**src/rtl/lcd_spi_writer.sv**
```systemverilog
// lcd_spi_writer: 9-bit word (D/C + byte) shifted out in SPI mode 0, MSB first; wr_done 16*CLK_DIV cycles after latch.
// en_write is a level, ignored until GAP_CYCLES after wr_done; optional LCD_SPI_CS_HOLD_EN keeps CS low across streamed bytes.
module lcd_spi_writer #(
    parameter int CLK_DIV    = 2,
    parameter int GAP_CYCLES = 3
) (
    input  logic       sys_clk,
    input  logic       sys_rst_n,
    input  logic       en_write,
    input  logic [8:0] data,
    output logic       wr_done,
    output logic       busy,
    output logic       lcd_sclk,
    output logic       lcd_mosi,
    output logic       lcd_dc,
    output logic       lcd_cs_n
);

    typedef enum logic [1:0] {
        IDLE  = 2'd0,
        SHIFT = 2'd1,
        GAP   = 2'd2
    } state_t;

    localparam logic [7:0] DIV_LAST = 8'(CLK_DIV - 1);
    localparam logic [3:0] GAP_LAST = 4'(GAP_CYCLES - 1);

    state_t     r_state;
    state_t     w_state_nxt;
    logic [7:0] r_div_cnt;
    logic [7:0] w_div_cnt_nxt;
    logic [2:0] r_bit_cnt;
    logic [2:0] w_bit_cnt_nxt;
    logic [3:0] r_gap_cnt;
    logic [3:0] w_gap_cnt_nxt;
    // bit 8 drives lcd_dc, bit 7 drives lcd_mosi; only bits 7:0 shift
    logic [8:0] r_shift;
    logic [8:0] w_shift_nxt;
    logic       r_sclk;
    logic       w_sclk_nxt;
    logic       r_cs_n;
    logic       w_cs_n_nxt;
    logic       r_wr_done;
    logic       w_wr_done_nxt;
    logic       r_busy;
    logic       w_busy_nxt;

    always_ff @(posedge sys_clk or negedge sys_rst_n) begin
        if (!sys_rst_n) begin
            r_state   <= IDLE;
            r_div_cnt <= 8'd0;
            r_bit_cnt <= 3'd0;
            r_gap_cnt <= 4'd0;
            r_shift   <= 9'd0;
            r_sclk    <= 1'b0;
            r_cs_n    <= 1'b1;
            r_wr_done <= 1'b0;
            r_busy    <= 1'b0;
        end else begin
            r_state   <= w_state_nxt;
            r_div_cnt <= w_div_cnt_nxt;
            r_bit_cnt <= w_bit_cnt_nxt;
            r_gap_cnt <= w_gap_cnt_nxt;
            r_shift   <= w_shift_nxt;
            r_sclk    <= w_sclk_nxt;
            r_cs_n    <= w_cs_n_nxt;
            r_wr_done <= w_wr_done_nxt;
            r_busy    <= w_busy_nxt;
        end
    end

    always_comb begin
        w_state_nxt   = r_state;
        w_div_cnt_nxt = r_div_cnt;
        w_bit_cnt_nxt = r_bit_cnt;
        w_gap_cnt_nxt = r_gap_cnt;
        w_shift_nxt   = r_shift;
        w_sclk_nxt    = r_sclk;
        w_cs_n_nxt    = r_cs_n;
        w_wr_done_nxt = 1'b0;
        w_busy_nxt    = r_busy;

        case (r_state)
            IDLE: begin
                if (en_write) begin
                    w_state_nxt   = SHIFT;
                    w_shift_nxt   = data;
                    w_div_cnt_nxt = 8'd0;
                    w_bit_cnt_nxt = 3'd0;
                    w_sclk_nxt    = 1'b0;
                    w_cs_n_nxt    = 1'b0;
                    w_busy_nxt    = 1'b1;
                end else begin
                    w_cs_n_nxt = 1'b1;
                end
            end

            SHIFT: begin
                if (r_div_cnt == DIV_LAST) begin
                    w_div_cnt_nxt = 8'd0;
                    w_sclk_nxt    = ~r_sclk;
                    // falling SCLK: present next bit while the clock is low
                    if (r_sclk) begin
                        w_shift_nxt[7:0] = {r_shift[6:0], 1'b0};
                        w_bit_cnt_nxt    = r_bit_cnt + 3'd1;
                        if (r_bit_cnt == 3'd7) begin
                            w_state_nxt   = GAP;
                            w_gap_cnt_nxt = 4'd0;
                            w_wr_done_nxt = 1'b1;
`ifdef LCD_SPI_CS_HOLD_EN
                            w_cs_n_nxt    = ~en_write;
`else
                            w_cs_n_nxt    = 1'b1;
`endif
                        end
                    end
                end else begin
                    w_div_cnt_nxt = r_div_cnt + 8'd1;
                end
            end

            GAP: begin
`ifdef LCD_SPI_CS_HOLD_EN
                if (!en_write) begin
                    w_cs_n_nxt = 1'b1;
                end
`endif
                if (r_gap_cnt == GAP_LAST) begin
                    w_state_nxt = IDLE;
                    w_busy_nxt  = 1'b0;
                end else begin
                    w_gap_cnt_nxt = r_gap_cnt + 4'd1;
                end
            end

            default: begin
                w_state_nxt = IDLE;
                w_busy_nxt  = 1'b0;
                w_cs_n_nxt  = 1'b1;
            end
        endcase
    end

    assign wr_done  = r_wr_done;
    assign busy     = r_busy;
    assign lcd_sclk = r_sclk;
    assign lcd_mosi = r_shift[7];
    assign lcd_dc   = r_shift[8];
    assign lcd_cs_n = r_cs_n;

endmodule

```
**config.mk**
```make
export PLATFORM = sky130hd
export DESIGN_NAME = lcd_spi_writer
export DESIGN_NICKNAME = d
export VERILOG_FILES = /design/src/rtl/lcd_spi_writer.sv
export SDC_FILE = /design/constraint.sdc
export NUM_CORES = 1
export LEC_CHECK = 0
export CAP_MARGIN = 5
export CORE_AREA = 2 2 56 58
export CTS_BUF_LIST = sky130_fd_sc_hd__clkbuf_8 sky130_fd_sc_hd__clkbuf_16
export CTS_CLUSTER_DIAMETER = 50
export DETAILED_ROUTE_END_ITERATION = 7
export DIE_AREA = 0 0 58 60
export PLACE_DENSITY = 0.8
export RECOVER_POWER = 25
export SLEW_MARGIN = 25
export SYNTH_ARGS = -nofsm -noshare
export SYNTH_HDL_FRONTEND = slang
export SYNTH_SLANG_ARGS = --single-unit
```
**constraint.sdc**
```tcl
create_clock -name sys_clk -period 2 [get_ports sys_clk]
set_clock_uncertainty 0.15 [all_clocks]
set_input_delay 0.4 -clock sys_clk [delete_from_list [all_inputs] [get_ports sys_clk]]
set_output_delay 0.4 -clock sys_clk [all_outputs]
set_load 0.01 [all_outputs]
```
**Word level (Yosys, flattened, before mapping)**

Cells that the tools add are included.

- Register bits: 30
- Input bits: 12
- Output and inout port bits: 6
- Word-level logic and storage cells: 75

- Add/subtract/negate cells: 3
- Equality and inequality tests: 11
- Multiplexer cells: 37
- Bitwise operators: 3
- Reductions and logical operators: 11

Operator list:

| operator | number |
|---|---|
| $mux W8 | 5 |
| $pmux W8 S2 | 2 |
| $mux W4 | 4 |
| $mux W1 | 12 |
| $ne A2 B2 Y1 const B | 6 |
| $mux W2 | 5 |
| $reduce_and A5 Y1 | 2 |
| $mux W3 | 3 |
| $add A8 B1 Y8 const B | 1 |
| $eq A8 B1 Y1 const B | 1 |
| $pmux W4 S2 | 1 |
| $reduce_and A4 Y1 | 2 |
| $pmux W1 S3 | 2 |
| $pmux W2 S3 | 1 |
| $pmux W3 S2 | 1 |
| $reduce_and A3 Y1 | 2 |
| $add A4 B1 Y4 const B | 1 |
| $eq A4 B2 Y1 const B | 1 |
| $reduce_and A2 Y1 | 2 |
| $reduce_bool A2 Y1 | 2 |
| $add A3 B1 Y3 const B | 1 |
| $eq A3 B3 Y1 const B | 1 |
| $not A1 Y1 | 3 |
| $eq A2 B1 Y1 const B | 1 |
| 3 further kinds | 3 |

**Longest topological paths before layout**

- Depth in word-level cells: 5
- Mapped depth: 7
- Depth with buffers taken out: 6

**Worst setup path before layout**

No wires, ideal clock.

- Path kind: register to register
- Start: register r_div_cnt[1]
- End: register r_shift[0]
- Setup time: 0.121 ns
- Arrival time: 1.482 ns
- Required time: 1.729 ns
- Setup slack: 0.247 ns
- Cell stages (with the launch flop): 8
- Buffers on the path: 1
- Clock period less this slack: 1.753 ns
- Path through: dfrtp_1 -> inv_1 -> ha_1 -> nor4b_4 -> nand3_2 -> a21o_1 -> buf_6 -> a22o_1

- Cells in the longest elaborated chain, start to end: 3

RTL lines:

| element | line | text |
|---|---|---|
| start, declared | 30 | `logic [7:0] r_div_cnt;` |
| start signal, assigned | 61 | `r_div_cnt <= w_div_cnt_nxt;` |
| $eq A8 B1 Y1 | 99 | `if (r_div_cnt == DIV_LAST) begin` |
| $ne A2 B2 Y1 (no line) | - |  |
| $reduce_and A4 Y1 (no line) | - |  |
| end signal, assigned | 64 | `r_shift <= w_shift_nxt;` |
| end, declared | 37 | `logic [8:0] r_shift;` |

No other way between the ends.
A chain may end at the register's enable or synchronous reset.

**Worst setup path after layout**

- Start: register r_cs_n (netlist: lcd_cs_n)
- End: output port lcd_cs_n

RTL lines:

| element | line | text |
|---|---|---|
| start, declared | 41 | `logic r_cs_n;` |
| start signal, assigned | 66 | `r_cs_n <= w_cs_n_nxt;` |
| end, declared | 16 | `output logic lcd_cs_n` |

No word-level cell between the ends.

==> flow_metrics.py <==
metrics = {
    "run_status": {
        "status": "finished, final reports clean",
    },
    "cells_and_area": {
        "final_net_count": 192,
        "regArea_um2": 752,
        "drive_gt1_share_pct": 11.4,
        "finalNonFillerCells": 208,
        "utilization_pct": 62.8,
        "multi_input_area_um2": 644,
        "antennaDiodeCount": 0,
        "n_fill_cell": 239,
        "area_growth_pct": 23.5,
    },
    "detailed_routing": {
        "drc": 0,
        "drt_iter0_markers": 46,
        "wl_um": 3280,
        "routedWlPerCell_um": 15.8,
        "via_per_inst": 5.92,
        "ant_nets": 0,
        "dr_total_vias": 1232,
        "drtPass1Iterations": 4,
    },
    "synth": {
        "syn_nets": 165,
        "ys_ff_latch": 30,
        "synthFlopType": "dfrtp_1",
        "syn_inst": 147,
        "synth_area_leaders": "dfrtp_1, ha_1, a21oi_1, o32ai_1, o21ai_0",
        "yosys.area.top_type": "dfrtp_1",
        "syn-cell-area_um2": 1480,
        "yosysSeqAreaShare_pct": 50.9,
        "postSynth.asyncResetShare_pct": 100,
        "synth_edf_count": 0,
        "synth.most_common_cell": "dfrtp_1",
        "synth_cell_types": 35,
        "synth_top_area_share_pct": 49.1,
        "ys_top_cells_by_count": "dfrtp_1, inv_1, a21oi_1, nand2_1, o21ai_0",
        "yosys_warnings": 0,
        "syn_area_per_cell_um2": 10.1,
    },
    "clocking": {
        "cts-root-buf": "clkbuf_8",
        "postCtsHoldBufs": 0,
        "cts_resized": 0,
        "clk_latency_ps": 280,
        "htreeDepth": 2,
        "cts_tree": "yes",
        "ctsLongestPathBuffers": 2,
        "postCtsSetupBuffers": 0,
        "cts_buffers": 5,
        "clkTransAtPathRegs_ps": 60,
        "clock_sinks": 30,
    },
    "worst_setup_path": {
        "slowest_delay_ps": 550,
        "r2r_slack_ps": 120,
        "cp_max_fo": 3,
        "path_cells": "clkdlybuf4s50_1",
        "cp_top_family": "flip-flops",
        "r2r_start": "r_div_cnt[1]",
        "startpoint_type": "flop",
        "cp-end-kind": "output pin",
        "slowest_stage": "dfstp_2",
        "path_depth": 1,
        "timing.rr.end": "r_gap_cnt[2]",
        "arrival_ps": 1360,
        "timing.critical_path.buf_inv": 1,
        "crit_required_ps": 1450,
        "reg2reg_depth": 7,
        "worstSetupStartpoint": "lcd_cs_n",
        "path_class": "flop to output pin",
    },
    "floorplanning": {
        "coreArea_um2": 2900,
        "start_util_pct": 50.9,
        "rows": 20,
        "die-area_um2": 3480,
        "fp.dieW_um": 58,
        "ios": 18,
        "fp.dieH_um": 60,
    },
    "global_route": {
        "grt_max_degree": 31,
        "grtUsageTotal_pct": 21.2,
        "grt_pass1_vias": 1230,
        "antenna_found_initial": 0,
        "grt_overflow": 0,
        "grt_pass1_wl_um": 5430,
    },
    "power": {
        "power_leakage_nw": 0.814,
        "ir_worst_vdd_mv": 0.647,
        "powerDensity_nw_per_um2": 679,
    },
    "sta": {
        "period_needed_ps": 1910,
        "finalCritPeriodShare_pct": 95.6,
        "drv_slew": 0,
        "tightest_slew_ps": 740,
        "slew_headroom_pct": 50.7,
        "setup_violations": 0,
        "timing.fmax_ghz": 0.523,
        "hold_viol_final": 0,
    },
    "flow_run": {
        "max_cap_viol_count": 0,
    },
    "placement": {
        "portBuffers": 17,
        "dp.cells": 198,
        "dpl.hpwl_um": 2270,
        "place_congestion": 0.826,
    },
    "hold_path": {
        "hold_start": "r_bit_cnt[0]",
        "min-delay-path-class": "flop to flop",
        "min_delay_path_depth": 1,
        "holdPathEnd": "r_bit_cnt[0]",
    },
}
==> where the power goes <==
part / internal (mW) / switching [mW]
sequential: 0.609 / 0.00123
combinational: 0.0224 / 0.0170
clock: 0.362 / 0.227
total: 0.993 / 0.246
==> state kept, by name, summed over array words and instances (netlist names) <==
| register | count |
|---|---|
| r_shift | 9 |
| lcd_sclk | 1 |
| lcd_cs_n | 1 |
| r_state | 2 |
| r_div_cnt | 8 |
| r_bit_cnt | 3 |
| wr_done | 1 |
| busy | 1 |
| r_gap_cnt | 4 |
==> placed cells by master, fill, tap and decap left out, types with 2 or more instances in the layout <==
cell type / synthesis / final
a21o_1: 3 / 3
a21oi_1: 13 / 13
a22o_1: 3 / 3
a31oi_1: 2 / 2
buf_4: 0 / 7
clkbuf_8: 0 / 5
clkdlybuf4s50_1: 0 / 16
dfrtp_1: 29 / 29
ha_1: 6 / 6
inv_1: 14 / 16
mux2i_1: 2 / 2
nand2_1: 13 / 13
nand2b_1: 3 / 3
nand3_1: 6 / 6
nand4_1: 4 / 4
nor2_1: 6 / 6
nor2b_1: 2 / 2
o21ai_0: 12 / 12
o22ai_1: 2 / 2
o31ai_1: 2 / 2
o32ai_1: 7 / 7
==> layer usage <==
layer,vias to the layer above,GRT usage (%),wire length (um)
li1,583,-,-
met1,617,23.8,1310
met2,26,37.0,1790
met3,6,4.76,132
met4,0,12.6,49
met5,-,0,0
==> area by class of cell <==
class	instances	area share (%)
clock buffers	5	3.77
inverters	14	2.88
repair buffers	25	12.5
well taps	33	2.26
clock inverters	3	2.06
multi-input cells	98	35.3
flip-flops and latches	30	41.2
==> metrics by stage <==
step	area [um2]	hold slack, ps	setup TNS [ps]	worst slack (ps)	total power, mW
floorplan	1480	-45.6	0	247	0.624
global placement	1710	324	0	184	0.661
detailed placement	1710	345	0	108	0.662
CTS	1810	360	0	79.8	1.25
global route	1820	367	-50.3	-20.5	1.27
finish	1820	358	0	87.8	1.24
==> cells by family after synthesis <==
family	Yosys count	synth area share, %
compound gates	47	20.4
fa+ha+maj	6	5.08
simple gates	41	15.4
xor+xnor	1	0.593
flops	30	50.9
mux	3	2.12
buf+inv	19	5.50
==> worst max-delay path by stage <==
stage / end / slack [ps]
5_1_grt: r_gap_cnt[2] / -20
2_1_floorplan: r_shift[0] / 250
3_3_place_gp: r_shift[8] / 180
3_5_place_dp: r_gap_cnt[2] / 110
4_1_cts: lcd_cs_n / 80
6_report: lcd_cs_n / 90
Power figures use the tool's default switching activity.
